## config.mk

```make
export PLATFORM = sky130hd
export DESIGN_NAME = sqrt_feeder_flat
export DESIGN_NICKNAME = d
export VERILOG_FILES = /design/src/rtl/sqrt_feeder_if.sv /design/src/rtl/sqrt_feeder.sv /design/src/flat_wrapper.sv
export SDC_FILE = /design/constraint.sdc
export NUM_CORES = 1
export LEC_CHECK = 0
export ABC_CLOCK_PERIOD_IN_PS = 6450
export CELL_PAD_IN_SITES_DETAIL_PLACEMENT = 2
export CELL_PAD_IN_SITES_GLOBAL_PLACEMENT = 2
export CORE_ASPECT_RATIO = 0.7
export CORE_MARGIN = 2
export CORE_UTILIZATION = 45
export DETAILED_ROUTE_END_ITERATION = 16
export DONT_BUFFER_PORTS = 1
export HOLD_SLACK_MARGIN = 0.05
export PLACE_DENSITY_LB_ADDON = 0.1
export REMOVE_ABC_BUFFERS = 1
export SETUP_SLACK_MARGIN = 0.3
export SLEW_MARGIN = 20
export SYNTH_ARGS = -nofsm -noshare
export SYNTH_HDL_FRONTEND = slang
export SYNTH_SLANG_ARGS = --single-unit
```

## constraint.sdc

```tcl
create_clock -name clk -period 6.45 [get_ports clk]
set_clock_uncertainty 0.2 [all_clocks]
set_input_delay 0.645 -clock clk [delete_from_list [all_inputs] [get_ports clk]]
set_output_delay 0.645 -clock clk [all_outputs]
set_load 0.02 [all_outputs]
```

## src/rtl/sqrt_feeder_if.sv

```systemverilog
// Handshake and sqrt32-core signals of sqrt_feeder, bundled as one interface.
// master = the feeder itself; slave = its surroundings (producer, sqrt32 core, consumer).
interface sqrt_feeder_if;
  logic        in_valid;
  logic        in_ready;
  logic [31:0] in_data;
  logic        sq_reset;
  logic [31:0] sq_x;
  logic        sq_rdy;
  logic [15:0] sq_y;
  logic        out_valid;
  logic        out_ready;
  logic [15:0] out_data;
  logic        busy;
  logic        err;

  modport master (
    input  in_valid, in_data, sq_rdy, sq_y, out_ready,
    output in_ready, sq_reset, sq_x, out_valid, out_data, busy, err
  );

  modport slave (
    output in_valid, in_data, sq_rdy, sq_y, out_ready,
    input  in_ready, sq_reset, sq_x, out_valid, out_data, busy, err
  );
endinterface

```

## src/rtl/sqrt_feeder.sv

```systemverilog
// sqrt_feeder: operand FIFO plus a sequencer that starts a sqrt32 core per radicand and returns results.
// Define SQRT_FEED_TIMEOUT_EN to abort a WAIT after TIMEOUT cycles with result 16'hFFFF and err set.
module sqrt_feeder #(
  parameter int DEPTH   = 4,
  parameter int HOLD    = 2,
  parameter int TIMEOUT = 64
) (
  input  logic          clk,
  input  logic          reset,
  sqrt_feeder_if.master bus
);
  localparam int AW = $clog2(DEPTH);
  localparam int HW = (HOLD > 1) ? $clog2(HOLD) : 1;

  typedef enum logic [1:0] {IDLE, START, WAIT, OUT} state_t;

  state_t        state_q, state_d;
  logic [31:0]   mem_q [DEPTH];
  logic [AW-1:0] wr_ptr_q, rd_ptr_q;
  logic [AW:0]   count_q;
  logic          full, empty, push, pop;
  logic [31:0]   head;
  logic [31:0]   sq_x_q, sq_x_d;
  logic [15:0]   out_data_q, out_data_d;
  logic [HW-1:0] hold_q, hold_d;
  logic          first_q;
  logic          sq_reset_q;

`ifdef SQRT_FEED_TIMEOUT_EN
  localparam int TW = $clog2(TIMEOUT + 1);
  logic [TW-1:0] tmo_q, tmo_d;
  logic          err_q, err_d;
  logic          tmo_hit;
  assign tmo_hit = (tmo_q == TW'(TIMEOUT - 1));
`else
  logic unused_timeout;
  assign unused_timeout = (TIMEOUT != 0);
`endif

  assign full  = (count_q == (AW+1)'(DEPTH));
  assign empty = (count_q == '0);
  assign push  = bus.in_valid && !full;
  assign head  = mem_q[rd_ptr_q];

  always_ff @(posedge clk) begin
    if (push) mem_q[wr_ptr_q] <= bus.in_data;
  end

  always_ff @(posedge clk or posedge reset) begin
    if (reset) begin
      wr_ptr_q <= '0;
      rd_ptr_q <= '0;
      count_q  <= '0;
    end else begin
      if (push) wr_ptr_q <= wr_ptr_q + AW'(1);
      if (pop)  rd_ptr_q <= rd_ptr_q + AW'(1);
      case ({push, pop})
        2'b10:   count_q <= count_q + (AW+1)'(1);
        2'b01:   count_q <= count_q - (AW+1)'(1);
        default: count_q <= count_q;
      endcase
    end
  end

  always_comb begin
    state_d    = state_q;
    sq_x_d     = sq_x_q;
    out_data_d = out_data_q;
    hold_d     = hold_q;
    pop        = 1'b0;
`ifdef SQRT_FEED_TIMEOUT_EN
    err_d      = err_q;
    tmo_d      = '0;
`endif
    case (state_q)
      IDLE: begin
        if (!empty) begin
          sq_x_d  = head;
          pop     = 1'b1;
          hold_d  = '0;
          state_d = START;
        end
      end
      START: begin
        if (hold_q == HW'(HOLD - 1)) state_d = WAIT;
        else                         hold_d  = hold_q + HW'(1);
      end
      WAIT: begin
`ifdef SQRT_FEED_TIMEOUT_EN
        tmo_d = tmo_q + TW'(1);
`endif
        // rdy may still reflect the previous operation on the first WAIT cycle
        if (!first_q && bus.sq_rdy) begin
          out_data_d = bus.sq_y;
          state_d    = OUT;
        end
`ifdef SQRT_FEED_TIMEOUT_EN
        else if (tmo_hit) begin
          out_data_d = 16'hFFFF;
          err_d      = 1'b1;
          state_d    = OUT;
        end
`endif
      end
      OUT: begin
        if (bus.out_ready) begin
`ifdef SQRT_FEED_TIMEOUT_EN
          err_d = 1'b0;
`endif
          if (!empty) begin
            sq_x_d  = head;
            pop     = 1'b1;
            hold_d  = '0;
            state_d = START;
          end else begin
            state_d = IDLE;
          end
        end
      end
      default: state_d = IDLE;
    endcase
  end

  always_ff @(posedge clk or posedge reset) begin
    if (reset) begin
      state_q    <= IDLE;
      sq_x_q     <= '0;
      out_data_q <= '0;
      hold_q     <= '0;
      first_q    <= 1'b0;
      sq_reset_q <= 1'b1;
    end else begin
      state_q    <= state_d;
      sq_x_q     <= sq_x_d;
      out_data_q <= out_data_d;
      hold_q     <= hold_d;
      first_q    <= (state_q == START);
      sq_reset_q <= (state_d == START);
    end
  end

`ifdef SQRT_FEED_TIMEOUT_EN
  always_ff @(posedge clk or posedge reset) begin
    if (reset) begin
      tmo_q <= '0;
      err_q <= 1'b0;
    end else begin
      tmo_q <= tmo_d;
      err_q <= err_d;
    end
  end
  assign bus.err = err_q;
`else
  assign bus.err = 1'b0;
`endif

  assign bus.in_ready  = !full;
  assign bus.sq_reset  = sq_reset_q;
  assign bus.sq_x      = sq_x_q;
  assign bus.out_valid = (state_q == OUT);
  assign bus.out_data  = out_data_q;
  assign bus.busy      = (state_q != IDLE);
endmodule

```

## src/flat_wrapper.sv

```systemverilog
// flat-port wrapper written by rule: the top's interface ports become plain ports
module sqrt_feeder_flat 
#(
  parameter int DEPTH   = 4,
  parameter int HOLD    = 2,
  parameter int TIMEOUT = 64
)
  (clk, reset, bus_in_valid, bus_in_data, bus_sq_rdy, bus_sq_y, bus_out_ready, bus_in_ready, bus_sq_reset, bus_sq_x, bus_out_valid, bus_out_data, bus_busy, bus_err);
  sqrt_feeder_if bus_i ();
  input  logic clk;
  input  logic reset;
  input wire logic [$bits(bus_i.in_valid)-1:0] bus_in_valid;
  input wire logic [$bits(bus_i.in_data)-1:0] bus_in_data;
  input wire logic [$bits(bus_i.sq_rdy)-1:0] bus_sq_rdy;
  input wire logic [$bits(bus_i.sq_y)-1:0] bus_sq_y;
  input wire logic [$bits(bus_i.out_ready)-1:0] bus_out_ready;
  output wire logic [$bits(bus_i.in_ready)-1:0] bus_in_ready;
  output wire logic [$bits(bus_i.sq_reset)-1:0] bus_sq_reset;
  output wire logic [$bits(bus_i.sq_x)-1:0] bus_sq_x;
  output wire logic [$bits(bus_i.out_valid)-1:0] bus_out_valid;
  output wire logic [$bits(bus_i.out_data)-1:0] bus_out_data;
  output wire logic [$bits(bus_i.busy)-1:0] bus_busy;
  output wire logic [$bits(bus_i.err)-1:0] bus_err;
  assign bus_i.in_valid = bus_in_valid;
  assign bus_i.in_data = bus_in_data;
  assign bus_i.sq_rdy = bus_sq_rdy;
  assign bus_i.sq_y = bus_sq_y;
  assign bus_i.out_ready = bus_out_ready;
  assign bus_in_ready = bus_i.in_ready;
  assign bus_sq_reset = bus_i.sq_reset;
  assign bus_sq_x = bus_i.sq_x;
  assign bus_out_valid = bus_i.out_valid;
  assign bus_out_data = bus_i.out_data;
  assign bus_busy = bus_i.busy;
  assign bus_err = bus_i.err;
  sqrt_feeder #(.DEPTH(DEPTH), .HOLD(HOLD), .TIMEOUT(TIMEOUT)) u_core (.clk(clk), .reset(reset), .bus(bus_i));
endmodule
```

==> metrics.txt, run 1 <==
Max IR drop VDD=0.000268 V; power density cells=539 nW/um^2; fin. max-slew vios=0; final non-filler cell area=slightly above 8000 sq um; Min Clock Period, post-route=2.65 ns; Worst-Skew Late Latency=0.43 ns; hold-fix buffers at CTS=0; crit end category=register; status=finished, final reports clean; Cell Count, Final, Fillers Out=approximately 600; post-synth cell types=40; drt initial violations=186; ANT nets after route=0; Post-Place Worst Slack=~3.8 ns; post-synthesis async set-or-reset flop share=between 30% and 40%; dominant synthesized flop cell=edfxtp_1; post_cts resized=0; unrepaired setup endpoints after global routing=false; Seq cells post-synth=188; GR Overflow Total=0; Clock transition at path regs=about 0.07 ns; global-route wire length before repair=21300 um; area of placed instances=7530 sq um; area delta synth->final=10.1%; crit start category=register; H-tree depth=4; ANT cells=0; GPL Wtd Cong=0.806; Pwr Total=between 4 and 5 mW; Synth Warn #=0; die height=~110 um; worst hold slack=~0.11 ns; DR vias=3140; Tightest Hold Check Type=input pin to register; netlist area before placement=7350 sq um; Cells after DPL=about 560; CP arrival=around 2.8 ns; largest net degree at the start of global routing=between 60 and 70; Core Area=between 15000 and 20000 sq um; Detail Placement HPWL=8060 um; clock buffer depth=2; layout cell share with drive strength beyond 1=roughly a third; Routed WL per cell=around 23 um; Post-Route Utilization=approximately half; cell row count=39; Slew Limit Headroom=38.3%; DR vias/cell=5.33; fmax=around 0.38 GHz; period utilisation layout=between 40% and 50%; port bufs=0; TritonCTS Buffers=17; CTS tree=yes; Fin Setup TNS=0 ns; Crit Path Category=register to register; DRC violations left=0; final worst slack=approximately 3.8 ns; Die ar.=17400 sq um; Critical Path Fanout Max=5; number of synthesized flops with an enable pin=128; setup violators final=0; root buffer selected by CTS=clkbuf_16; sequential area share after synthesis=between 70 and 80%; vias in the first global route=3635; total wire length=~14000 um; Max Cap Viol=0; Worst Path Required=approximately 6.6 ns; Final Hold Fails=0; Synth Instances=approximately 340; die width=around 160 um; clk sinks=around 190; drt pass-1 iters=4; IO Count=approximately 110; # nets final=about 420; Initial Util=between 40 and 50%; post-CTS setup buffer count=0; initial antenna violation count=0; Slew @ Worst Pin=around 0.9 ns; total leakage power=approximately 3 nW; syn_area_per_cell=~21 sq um; GRT Util Overall=17.0%
==> power by group <==
group	switching (mW)	total (mW)	internal, mW
sequential	0.461	2.14	1.68
combinational	0.518	1.22	0.703
clock	0.444	0.995	0.551
total	1.42	4.36	2.94
==> per-layer routing <==
metal,vias to the layer above,wire (um),track usage (%)
li1,1358,-,-
met1,1703,5900,22.0
met2,69,6680,26.1
met3,10,912,7.62
met4,0,121,4.40
met5,-,0,0
==> cell type report <==
cell class                 count  area [sq um]
clock inverter                 8          56.3
timing repair buffer           3          22.5
multi-input combinational    130          1840
sequential                   188          5350
inverter                      11          41.3
clock buffer                  24           504
fill                        1388          8060
tap                          225           282
==> path summary, 6_finish.rpt <==
path / startpoint / endpoint / cells past startpoint / slack (ns)
max in group asynchronous: reset / u_core.rd_ptr_q[1] / 2 / 5.30
setup / recovery: u_core.state_q[0] / u_core.count_q[2] / 9 / 3.80
hold / removal: bus_in_data[31] / u_core.mem_q[1][31] / 0 / 0.11
setup reg to reg: u_core.state_q[0] / u_core.count_q[2] / 9 / 3.80
min in group asynchronous: reset / u_core.bus.out_data[12] / 2 / 0.16
hold reg to reg: u_core.hold_q / u_core.hold_q / 2 / 0.35
==> registers in the layout (all words and copies together), names as in the netlist <==
| signal | flops |
|---|---|
| u_core.state_q | 2 |
| u_core.wr_ptr_q | 2 |
| u_core.bus.out_data | 16 |
| u_core.first_q | 1 |
| u_core.rd_ptr_q | 2 |
| u_core.bus.sq_reset | 1 |
| u_core.bus.sq_x | 32 |
| u_core.count_q | 3 |
| u_core.hold_q | 1 |
| u_core.mem_q | 128 |
==> kinds of logic (layout without fill, tap and decap cells) <==
kind of cell	Yosys count	after routing	synth area share [%]
AOI/OAI and AO/OA	9	9	0.885
xor gates and xnor gates	6	6	0.715
adders and majority gates	12	12	2.15
DFF	188	188	72.7
and+or+nand+nor	20	20	2.01
muxes	82	82	19.1
buffers and inverters	24	46	2.32
other	1	1	0.0510
==> synth_stat cells, types with 3 or more instances <==
| library cell | n | area share (%) |
|---|---|---|
| mux2_4 | 29 | 5.9 |
| o31ai_1 | 3 | 0.31 |
| edfxtp_1 | 128 | 52 |
| mux4_2 | 28 | 8.6 |
| buf_4 | 3 | 0.31 |
| inv_1 | 11 | 0.56 |
| xor2_1 | 4 | 0.48 |
| mux4_1 | 4 | 1.4 |
| buf_12 | 3 | 0.82 |
| dfrtp_1 | 59 | 20 |
| mux2_2 | 20 | 3.1 |
| buf_2 | 4 | 0.27 |
| and3_1 | 4 | 0.34 |
| ha_1 | 11 | 1.9 |
==> placed cells by master (no fill, tap or decap), drive strengths merged, types with 3 or more instances in the layout <==
master	instances
clkinv	4
xor2	4
edfxtp	128
clkbuf	24
inv	13
and3	4
mux4	32
dfrtp	59
nor3	3
buf	3
o31ai	3
mux2	49
ha	11
==> critical path, cell delays in order (launching register included) <==
cell	delay, ns
dfrtp_1	0.43
inv_1	0.13
ha_1	0.37
nor3_1	0.35
ha_1	0.26
inv_1	0.07
fa_1	0.37
xor2_1	0.15
nor2_1	0.11
xor2_1	0.15
No activity file was read; power rests on OpenSTA's default activity.
==> run 2, diff against run 1 <==
--- a/config.mk
+++ b/config.mk
@@ -5,12 +5,12 @@
 export SDC_FILE = /design/constraint.sdc
 export NUM_CORES = 1
 export LEC_CHECK = 0
-export ABC_CLOCK_PERIOD_IN_PS = 6450
+export ABC_CLOCK_PERIOD_IN_PS = 2400
 export CELL_PAD_IN_SITES_DETAIL_PLACEMENT = 2
 export CELL_PAD_IN_SITES_GLOBAL_PLACEMENT = 2
 export CORE_ASPECT_RATIO = 0.7
 export CORE_MARGIN = 2
-export CORE_UTILIZATION = 45
+export CORE_UTILIZATION = 43
 export DETAILED_ROUTE_END_ITERATION = 16
 export DONT_BUFFER_PORTS = 1
 export HOLD_SLACK_MARGIN = 0.05
==> constraint.sdc (replaced) <==
create_clock -name clk -period 2.4 [get_ports clk]
set_clock_uncertainty 0.2 [all_clocks]
set_input_delay 0.24 -clock clk [delete_from_list [all_inputs] [get_ports clk]]
set_output_delay 0.24 -clock clk [all_outputs]
set_load 0.02 [all_outputs]
==> metrics.txt, run 2 (synthesis results as in run 1) <==
status=finished, final reports clean; IO Count=about 110; fin. max-slew vios=0; global-route wire length before repair=roughly 25000 um; Slew @ Worst Pin=0.550 ns; port bufs=0; Critical Path Fanout Max=3; Max IR drop VDD=between 0.0006 and 0.0007 V; Fin Setup TNS=0 ns; ANT nets after route=0; die width=160 um; clock buffer depth=2; commonest non-fill, non-tap cell in the layout=edfxtp_1; # fillers=around 1400; Crit Path Category=register to register; CP arrival=about 2.3 ns; largest net degree at the start of global routing=33; Slew Limit Headroom=63.3%; power density cells=about 1500 nW/um^2; max FFs per register=between 100 and 150; Die ar.=between 15000 and 20000 sq um; DRC violations left=0; setup violators final=0; unrepaired setup endpoints after global routing=true; DR vias/cell=5.18; crit end category=register; Max Cap Viol=0; Clock transition at path regs=about 0.070 ns; # nets final=just over 500; total leakage power=around 3.5 nW; ANT cells=0; TritonCTS Buffers=17; Detail Placement HPWL=just over 9000 um; cell row count=39; Core Area=about 17000 sq um; root buffer selected by CTS=clkbuf_16; Post-Route Utilization=approximately 56%; CTS tree=yes; Pwr Total=13.7 mW; total wire length=16600 um; Initial Util=44.4%; area delta synth->final=26.3%; GRT Util Overall=a little under a fifth; Routed WL per cell=around 24 um; crit start category=register; fmax=0.455 GHz; Final Hold Fails=0; GR Overflow Total=0; GPL Wtd Cong=between 0.7 and 0.8; DR vias=3533; H-tree depth=4; clk sinks=188; commonest non-fill, non-tap cells in the layout=edfxtp_1, dfrtp_1, dlygate4sd3_1, mux2_4; period utilisation layout=91.7%; vias in the first global route=about 4000; Min Clock Period, post-route=about 2.2 ns; drt pass-1 iters=4; drt initial violations=156; Worst Path Required=2.51 ns; Largest Register=u_core.mem_q; layout cell share with drive strength beyond 1=between 40% and 50%; initial antenna violation count=0; die height=~110 um; Worst-Skew Late Latency=about 0.42 ns; Tightest Hold Check Type=input pin to register
[run 2: changes by cell type in the layout (fill, tap and decap cells not counted), moves of 5 or more]
cell           before  now
buf_4               3   28
buf_6               0    5
buf_16              0    5
dlygate4sd3_1       0   51
buf_12              0    6
[run 2: report_power, final]
group	leakage [nW]	switching [mW]	internal (mW)
logic	1.32	2.14	3.18
registers	1.88	1.13	4.52
clock network	0.291	1.22	1.56
[run 2: layout make-up]
cell class / instances / area, sq um / area share [%]
multi-input cells: 130 / 1980 / 21.3
flip-flops and latches: 188 / 5350 / 57.6
inverters: 11 / 41.3 / 0.445
well taps: 225 / 282 / 3.03
clock inverters: 11 / 103 / 1.11
repair buffers: 96 / 1050 / 11.3
clock buffers: 21 / 482 / 5.19
[run 2: worst paths after layout]
path | start | end | slack, ns | cells past startpoint
setup / recovery | u_core.state_q[0] | u_core.count_q[2] | 0.20 | 9
setup reg to reg | u_core.state_q[0] | u_core.count_q[2] | 0.20 | 9
hold reg to reg | u_core.count_q[2] | u_core.count_q[2] | 0.40 | 2
hold / removal | bus_sq_rdy | u_core.bus.sq_reset | 0.05 | 3
max in group asynchronous | reset | u_core.bus.sq_x[17] | 1.04 | 3
min in group asynchronous | reset | u_core.bus.out_data[14] | 0.12 | 2
[run 2: worst max-delay path, cell delays in order, from the launching register on]
cell     delay [ns]
dfrtp_2        0.43
inv_2          0.09
ha_4           0.21
nor3_4         0.25
ha_4           0.18
inv_2          0.04
fa_2           0.32
xor2_1         0.15
nor2_1         0.07
xor2_1         0.15
[run 2: layer usage]
layer  vias up  GRT usage, %  share of wire [%]
li1       1553             -                  -
met1      1900          24.8                 45
met2        74          31.2                 51
met3         6          5.85                4.2
met4         0          5.23               0.64
met5         -             0                  0
[run 2: through the flow]
stage          instance area [sq um]  hold WS [ns]  cells  setup WS (ns)
2_1_floorplan                   7220         0.139    329         -0.491
3_3_place_gp                    7710      -0.00748    574         0.0681
3_5_place_dp                    7710       0.00231    574        -0.0533
4_1_cts                         9140        -0.228    672          0.177
5_1_grt                         9280        0.0587    682         0.0677
6_report                        9280        0.0465    682          0.200
[run 2: repair_timing]
| action | 4_1_cts | 5_1_grt |
|---|---|---|
| setup buffers | 11 | 9 |
| pin swaps | 8 | 9 |
| endpoints found under the hold margin | 184 | 3 |
| hold buffers | 51 | 1 |
| resized for setup | 30 | 16 |
| setup endpoints to repair | 162 | 37 |
| gates cloned | 4 | 0 |
